`src/rtl/pipe_ctrl_chain_if.sv`:
```
// Interface bundling the ID-side handshake, hazard-unit masks and the
// stage taps / status outputs of the control-word pipeline chain.
interface pipe_ctrl_chain_if #(
    parameter int WIDTH   = 16,
    parameter int STAGES  = 3,
    parameter int COUNT_W = 16
);
    logic                          in_valid;
    logic [WIDTH-1:0]              in_word;
    logic                          in_ready;
    logic [STAGES-1:0]             hold_mask;
    logic [STAGES-1:0]             flush_mask;
    logic [STAGES-1:0]             stage_valid;
    logic [STAGES*WIDTH-1:0]       stage_word;
    logic                          out_valid;
    logic [WIDTH-1:0]              out_word;
    logic [$clog2(STAGES+1)-1:0]   occupancy;
    logic [COUNT_W-1:0]            retire_count;

    // ID stage / hazard unit side
    modport master (
        output in_valid, in_word, hold_mask, flush_mask,
        input  in_ready, stage_valid, stage_word, out_valid, out_word,
               occupancy, retire_count
    );

    // Pipeline chain side
    modport slave (
        input  in_valid, in_word, hold_mask, flush_mask,
        output in_ready, stage_valid, stage_word, out_valid, out_word,
               occupancy, retire_count
    );
endinterface

```
`src/rtl/pipe_ctrl_chain.sv`:
```
// Parametrised chain of control-word pipeline registers (EX .. WB).
// Each stage has a valid bit, per-stage hold and flush, and bubbles
// collapse because an empty stage is never frozen by its downstream.
module pipe_ctrl_chain #(
    parameter int               WIDTH    = 16,
    parameter int               STAGES   = 3,
    parameter logic [WIDTH-1:0] NOP_WORD = '0,
    parameter int               COUNT_W  = 16
) (
    input logic            clk,
    input logic            reset,
    pipe_ctrl_chain_if.slave bus
);
    localparam int OCC_W = $clog2(STAGES + 1);

    logic [STAGES-1:0]       valid_q;
    logic [WIDTH-1:0]        word_q [STAGES];
    logic [OCC_W-1:0]        occ_q;
    logic [COUNT_W-1:0]      retire_q;

    logic [STAGES-1:0]       frozen;
    logic [STAGES-1:0]       next_valid;
    logic [WIDTH-1:0]        next_word [STAGES];
    logic [OCC_W-1:0]        next_occ;
    logic                    retire_fire;
    logic [STAGES*WIDTH-1:0] word_flat;

    // Backpressure walks upstream from the last stage, but only through occupied stages
    always_comb begin
        logic down;
        frozen = '0;
        down = bus.hold_mask[STAGES-1];
        frozen[STAGES-1] = down;
        for (int i = STAGES - 2; i >= 0; i--) begin
            down = bus.hold_mask[i] | (valid_q[i] & down);
            frozen[i] = down;
        end
    end

    // Next contents of every stage: flush beats hold beats load-from-source
    always_comb begin
        for (int i = 0; i < STAGES; i++) begin
            next_valid[i] = 1'b0;
            next_word[i]  = NOP_WORD;
        end

        if (!bus.flush_mask[0]) begin
            if (frozen[0]) begin
                next_valid[0] = valid_q[0];
                next_word[0]  = word_q[0];
            end else begin
                next_valid[0] = bus.in_valid;
                next_word[0]  = bus.in_valid ? bus.in_word : NOP_WORD;
            end
        end

        for (int i = 1; i < STAGES; i++) begin
            if (!bus.flush_mask[i]) begin
                if (frozen[i]) begin
                    next_valid[i] = valid_q[i];
                    next_word[i]  = word_q[i];
                end else if (!frozen[i-1]) begin
                    next_valid[i] = valid_q[i-1];
                    next_word[i]  = word_q[i-1];
                end
            end
        end
    end

    // Occupancy is the popcount of the valid bits about to be registered
    always_comb begin
        next_occ = '0;
        for (int i = 0; i < STAGES; i++) begin
            next_occ = next_occ + OCC_W'(next_valid[i]);
        end
    end

    assign retire_fire = valid_q[STAGES-1] & ~bus.hold_mask[STAGES-1];

    // Stage registers, occupancy and the saturating retire counter
    always_ff @(posedge clk) begin
        if (reset) begin
            valid_q  <= '0;
            occ_q    <= '0;
            retire_q <= '0;
            for (int i = 0; i < STAGES; i++) begin
                word_q[i] <= NOP_WORD;
            end
        end else begin
            valid_q <= next_valid;
            occ_q   <= next_occ;
            for (int i = 0; i < STAGES; i++) begin
                word_q[i] <= next_word[i];
            end
            if (retire_fire && (retire_q != {COUNT_W{1'b1}})) begin
                retire_q <= retire_q + COUNT_W'(1);
            end
        end
    end

    // Flatten the per-stage words onto the tap bus
    always_comb begin
        word_flat = '0;
        for (int i = 0; i < STAGES; i++) begin
            word_flat[i*WIDTH +: WIDTH] = word_q[i];
        end
    end

    assign bus.in_ready     = ~frozen[0];
    assign bus.stage_valid  = valid_q;
    assign bus.stage_word   = word_flat;
    assign bus.out_valid    = valid_q[STAGES-1];
    assign bus.out_word     = word_q[STAGES-1];
    assign bus.occupancy    = occ_q;
    assign bus.retire_count = retire_q;

endmodule

```
`src/flat_wrapper.sv`:
```
// flat-port wrapper written by rule: the top's interface ports become plain ports
module pipe_ctrl_chain_flat 
#(
    parameter int               WIDTH    = 16,
    parameter int               STAGES   = 3,
    parameter logic [WIDTH-1:0] NOP_WORD = '0,
    parameter int               COUNT_W  = 16
)
  (clk, reset, bus_in_valid, bus_in_word, bus_hold_mask, bus_flush_mask, bus_in_ready, bus_stage_valid, bus_stage_word, bus_out_valid, bus_out_word, bus_occupancy, bus_retire_count);
  pipe_ctrl_chain_if #(.WIDTH(WIDTH), .STAGES(STAGES), .COUNT_W(COUNT_W)) bus_i ();
  input logic clk;
  input logic reset;
  input wire logic [$bits(bus_i.in_valid)-1:0] bus_in_valid;
  input wire logic [$bits(bus_i.in_word)-1:0] bus_in_word;
  input wire logic [$bits(bus_i.hold_mask)-1:0] bus_hold_mask;
  input wire logic [$bits(bus_i.flush_mask)-1:0] bus_flush_mask;
  output wire logic [$bits(bus_i.in_ready)-1:0] bus_in_ready;
  output wire logic [$bits(bus_i.stage_valid)-1:0] bus_stage_valid;
  output wire logic [$bits(bus_i.stage_word)-1:0] bus_stage_word;
  output wire logic [$bits(bus_i.out_valid)-1:0] bus_out_valid;
  output wire logic [$bits(bus_i.out_word)-1:0] bus_out_word;
  output wire logic [$bits(bus_i.occupancy)-1:0] bus_occupancy;
  output wire logic [$bits(bus_i.retire_count)-1:0] bus_retire_count;
  assign bus_i.in_valid = bus_in_valid;
  assign bus_i.in_word = bus_in_word;
  assign bus_i.hold_mask = bus_hold_mask;
  assign bus_i.flush_mask = bus_flush_mask;
  assign bus_in_ready = bus_i.in_ready;
  assign bus_stage_valid = bus_i.stage_valid;
  assign bus_stage_word = bus_i.stage_word;
  assign bus_out_valid = bus_i.out_valid;
  assign bus_out_word = bus_i.out_word;
  assign bus_occupancy = bus_i.occupancy;
  assign bus_retire_count = bus_i.retire_count;
  pipe_ctrl_chain #(.WIDTH(WIDTH), .STAGES(STAGES), .NOP_WORD(NOP_WORD), .COUNT_W(COUNT_W)) u_core (.clk(clk), .reset(reset), .bus(bus_i));
endmodule
```
`config.mk`:
```
export PLATFORM = sky130hd
export DESIGN_NAME = pipe_ctrl_chain_flat
export DESIGN_NICKNAME = d
export VERILOG_FILES = /design/src/rtl/pipe_ctrl_chain_if.sv /design/src/rtl/pipe_ctrl_chain.sv /design/src/flat_wrapper.sv
export SDC_FILE = /design/constraint.sdc
export NUM_CORES = 1
export LEC_CHECK = 0
export CORE_UTILIZATION = 39
export CTS_CLUSTER_DIAMETER = 200
export CTS_CLUSTER_SIZE = 8
export DETAILED_ROUTE_END_ITERATION = 10
export DONT_BUFFER_PORTS = 1
export GPL_ROUTABILITY_DRIVEN = 0
export MAX_ROUTING_LAYER = met4
export PLACE_DENSITY_LB_ADDON = 0.25
export SLEW_MARGIN = 20
export SYNTH_ARGS = -nofsm -noshare
export SYNTH_HDL_FRONTEND = slang
export SYNTH_SLANG_ARGS = --single-unit
```
`constraint.sdc`:
```
create_clock -name clk -period 4.9 [get_ports clk]
set_input_delay 0.98 -clock clk [delete_from_list [all_inputs] [get_ports clk]]
set_output_delay 0.98 -clock clk [all_outputs]
set_load 0.01 [all_outputs]
```
==> impl_summary.log <==
[metrics] status: completed
[metrics] Row Count: 32
[metrics] maximum number of pins on one net before global-route repair: 42
[metrics] Crit path buffers/inverters: 1
[metrics] clock-pin slew on the worst setup and hold paths: approximately 70 ps
[metrics] Setup Fix Bufs, Post-CTS: 0
[metrics] cell accounting for the most synthesized area: sky130_fd_sc_hd__dfxtp_1
[metrics] initial core utilization: 40.2%
[metrics] Pre-Repair DR Iteration Count: 4
[metrics] maximum cell stage delay along the critical path: between 500 and 600 ps
[metrics] dominant cells by area after synthesis: sky130_fd_sc_hd__dfxtp_1 45%, sky130_fd_sc_hd__a21oi_1 9.4%, sky130_fd_sc_hd__nand2_1 4.7%
[metrics] via count: 2332
[metrics] type of element capturing the critical path: output pin
[metrics] number of I/O port buffers: 0
[metrics] routed wire length per instance: 16.2 µm
[metrics] final worst path period need: around 3100 ps
[metrics] actual transition at the worst max-transition pin: 631 ps
[metrics] Worst Path Max Fanout: just over 40
[metrics] cell area after layout: 0.00318 mm²
[metrics] Post-synth top flop: sky130_fd_sc_hd__dfxtp_1
[metrics] proportion of total power due to net switching: a little over a fifth
[metrics] Cell Area, Placed: around 0.003 mm²
[metrics] final number of setup-violating endpoints: 0
[metrics] total area of sequential cells: 0.00138 mm²
[metrics] Finished Core Util: 41.4%
[metrics] relative contribution of sequential cells to total power: between 50% and 60%
[metrics] TritonCTS buffer count: 9
[metrics] Clock Root Buffer: sky130_fd_sc_hd__clkbuf_8
[metrics] endpoint of the most critical setup path: bus_in_ready
[metrics] global route total overflow: 0
[metrics] fraction of met1 tracks used by global routing: 21.6%
[metrics] Max clock buf depth: 2
[metrics] area taken by multi-input logic gates: 0.00145 mm²
[metrics] pre-CTS setup slack: 1690 ps
[metrics] number of nets in the finished design: 350
[metrics] crit path max-delay cell type: sky130_fd_sc_hd__a21o_1
[metrics] count of pins on the block boundary: 112
[metrics] met3 usage in global routing: 7.62%
[metrics] area growth from synthesis to layout: 3.08%
[metrics] DRC marker count from the first detailed-route iteration: approximately 110
[metrics] number of maximum-capacitance violations: 0
[metrics] number of H-tree branching levels: 3
[metrics] first-pass GRT wire length: 11.4 mm
[metrics] required time of the critical path: approximately 3900 ps
[metrics] number of hold buffers added after cts: 0
[metrics] number of DRC violations after detailed routing: 0
[metrics] cell count after synthesis: 354
[metrics] hpwl dp: 5.02 mm
[metrics] cell-internal power: about 0.85 mW
[metrics] leading cell types in the layout, fill and taps excluded: 69 x sky130_fd_sc_hd__dfxtp_1, 57 x sky130_fd_sc_hd__a21oi_1, 39 x sky130_fd_sc_hd__nand2_1, 25 x sky130_fd_sc_hd__nor2_1, 18 x sky130_fd_sc_hd__nand3_1
[metrics] VDD IR max: around 0.22 mV
[metrics] vias per cell: 5.42
[metrics] CTS resizes: 0
[metrics] synthesis warning total: 0
[metrics] arrival time at the worst endpoint: 2130 ps
[metrics] cell area after synthesis: 0.00309 mm²
[metrics] GR Layer Usage met2: 27.2%
[metrics] Cell Pwr Density: 341 mW/mm²
[metrics] Reg-to-Reg Start: u_core.bus.stage_valid[1]
[metrics] Yosys reg bits: 69
[metrics] cell count of the worst reg-to-reg path: 7
[metrics] x dimension of the die: roughly 91 µm
[metrics] highest clock rate: 321 MHz
[metrics] period utilisation layout: between 60 and 70%
[metrics] Comb pwr share: 2.6%
[metrics] CTS tree: built
[metrics] # diodes: 0
[metrics] overall die area: approximately 0.0083 mm²
[metrics] Worst slew margin: 58.0%
[metrics] capturing point of the worst reg2reg path: u_core.bus.occupancy[0]
[metrics] core outline area: 0.00769 mm²
[metrics] height of the die: 91.0 µm
[metrics] cell repeated most along the worst path: sky130_fd_sc_hd__a21o_1
[metrics] family with the most delay on the worst path: compound AO/OA/AOI/OAI gates
[metrics] vias in the first global route: 2138
[metrics] switching power: 0.235 mW
[metrics] CP Launch Point: bus_hold_mask[2]
[metrics] post-synthesis async set-or-reset flop share: 0%
[metrics] global router's overall resource usage: 17.9%
[metrics] Leakage: 1.05 nW
[metrics] clock latency of the later-clocked register in the worst-skew pair: 340 ps
[metrics] Mapped Avg Cell Area: 8.72 µm²
[metrics] TritonCTS sink count: about 70
[metrics] commonest non-fill, non-tap cell in the layout: sky130_fd_sc_hd__dfxtp_1
[metrics] total negative slack for setup checks: 0 ps
[metrics] class of the most critical hold timing path: reg2reg
[metrics] setup clock skew after layout: 6.19 ps
[metrics] area share of the largest cell type after synthesis: 44.8%
[metrics] flop2flop setup slack: 2170 ps
[metrics] CP Launch Type: input pin
[metrics] number of routed nets with antenna violations: 0
[metrics] layer with the highest usage after global routing: met2
[metrics] FILL cells: 787
[metrics] path length in cells of the critical path: 3
[metrics] number of enable flip-flop cells after synthesis: 0
[metrics] synthesized net count: 381
[metrics] final wirelength: 6.96 mm
[metrics] final-report hold violation count: 0
[metrics] number of unique standard cell types used by synthesis: 50
[metrics] type of the worst setup path: in2out
[metrics] share of total power in the clock network: 44.9%
[metrics] unrepaired setup endpoints after global routing: no
[metrics] cell chain of the critical path: a21o_1 > a21o_1 > inv_6
[metrics] share of cells above drive strength 1: 9.45%
[metrics] initial antenna violation count: 0
[metrics] sequential area share after synthesis: 44.8%
[metrics] fin worst setup slack: 1790 ps
[metrics] final count of pins violating max slew: 0
cell families after synthesis:
kind of cell	synth area share, %
buffers and inverters	8.55
and+or+nand+nor	29.7
xor gates and xnor gates	0.568
DFF	44.8
adders and majority gates	1.05
AOI/OAI and AO/OA	13.5
muxes	1.86
metrics by stage:
| step | power [mW] | hold WS, ps | instances |
|---|---|---|---|
| after floorplan | 0.619 | 484 | 354 |
| after global placement | 0.611 | 515 | 414 |
| after detailed placement | 0.611 | 517 | 414 |
| after CTS | 1.10 | 527 | 430 |
| after global routing | 1.12 | 545 | 430 |
| final | 1.09 | 523 | 430 |
cells in the mapped netlist, drive strengths merged, types with 2 or more instances:
master / n
and3: 5
dfxtp: 69
nand3: 19
and2: 2
nand4: 6
nand2b: 2
a31oi: 2
nand2: 39
a311oi: 2
mux2: 3
xor2: 2
or3: 4
a21oi: 58
o21ai: 5
nand3b: 17
clkbuf: 13
or2: 3
inv: 3
buf: 29
and4: 2
nor4: 2
a21o: 2
nor2b: 8
nor3b: 17
nor2: 25
mux2i: 2
worst min-delay path, stage by stage (launching register included):
cell	delay (ps)
sky130_fd_sc_hd__dfxtp_1	360
sky130_fd_sc_hd__nand2_1	70
sky130_fd_sc_hd__a21oi_1	50
power groups by stage:
stage | combinational, mW | clock (mW) | sequential, mW
floorplan | 0.0383 | 0 | 0.581
global placement | 0.0283 | 0 | 0.583
detailed placement | 0.0287 | 0 | 0.583
CTS | 0.0289 | 0.499 | 0.570
global route | 0.0329 | 0.518 | 0.570
finish | 0.0286 | 0.487 | 0.570
sequential cells by signal, summed over array words and instances (netlist names):
register / count
u_core.word_q: 48
u_core.bus.stage_valid: 3
u_core.bus.occupancy: 2
u_core.bus.retire_count: 16
layer usage:
layer | vias up | routed length (µm) | part of all wire [%]
li1 | 1165 | - | -
met1 | 1083 | 3250 | 47
met5 | - | 0 | 0
met4 | 0 | 78 | 1.1
met2 | 77 | 3080 | 44
met3 | 7 | 558 | 8.0
worst min-delay path by stage:
stage,to,slack (ps),start,cells after the start
after floorplan,u_core.word_q[0][16],480,u_core.word_q[0][16],2
after global placement,u_core.word_q[0][8],510,u_core.word_q[0][8],2
after detailed placement,u_core.word_q[0][27],520,u_core.word_q[0][27],2
after CTS,u_core.word_q[0][27],530,u_core.word_q[0][27],2
after global routing,u_core.word_q[0][29],540,u_core.word_q[0][29],2
final,u_core.word_q[0][12],520,u_core.word_q[0][12],2
final cells by class:
type                    count  share of cell area, %
clock buffers              13                   5.31
clock inverters             3                   1.34
multi-input cells         240                   45.4
well taps                 102                   4.01
flip-flops and latches     69                   43.4
inverters                   3                  0.511
Note: power is estimated with default switching activity, not from simulation.
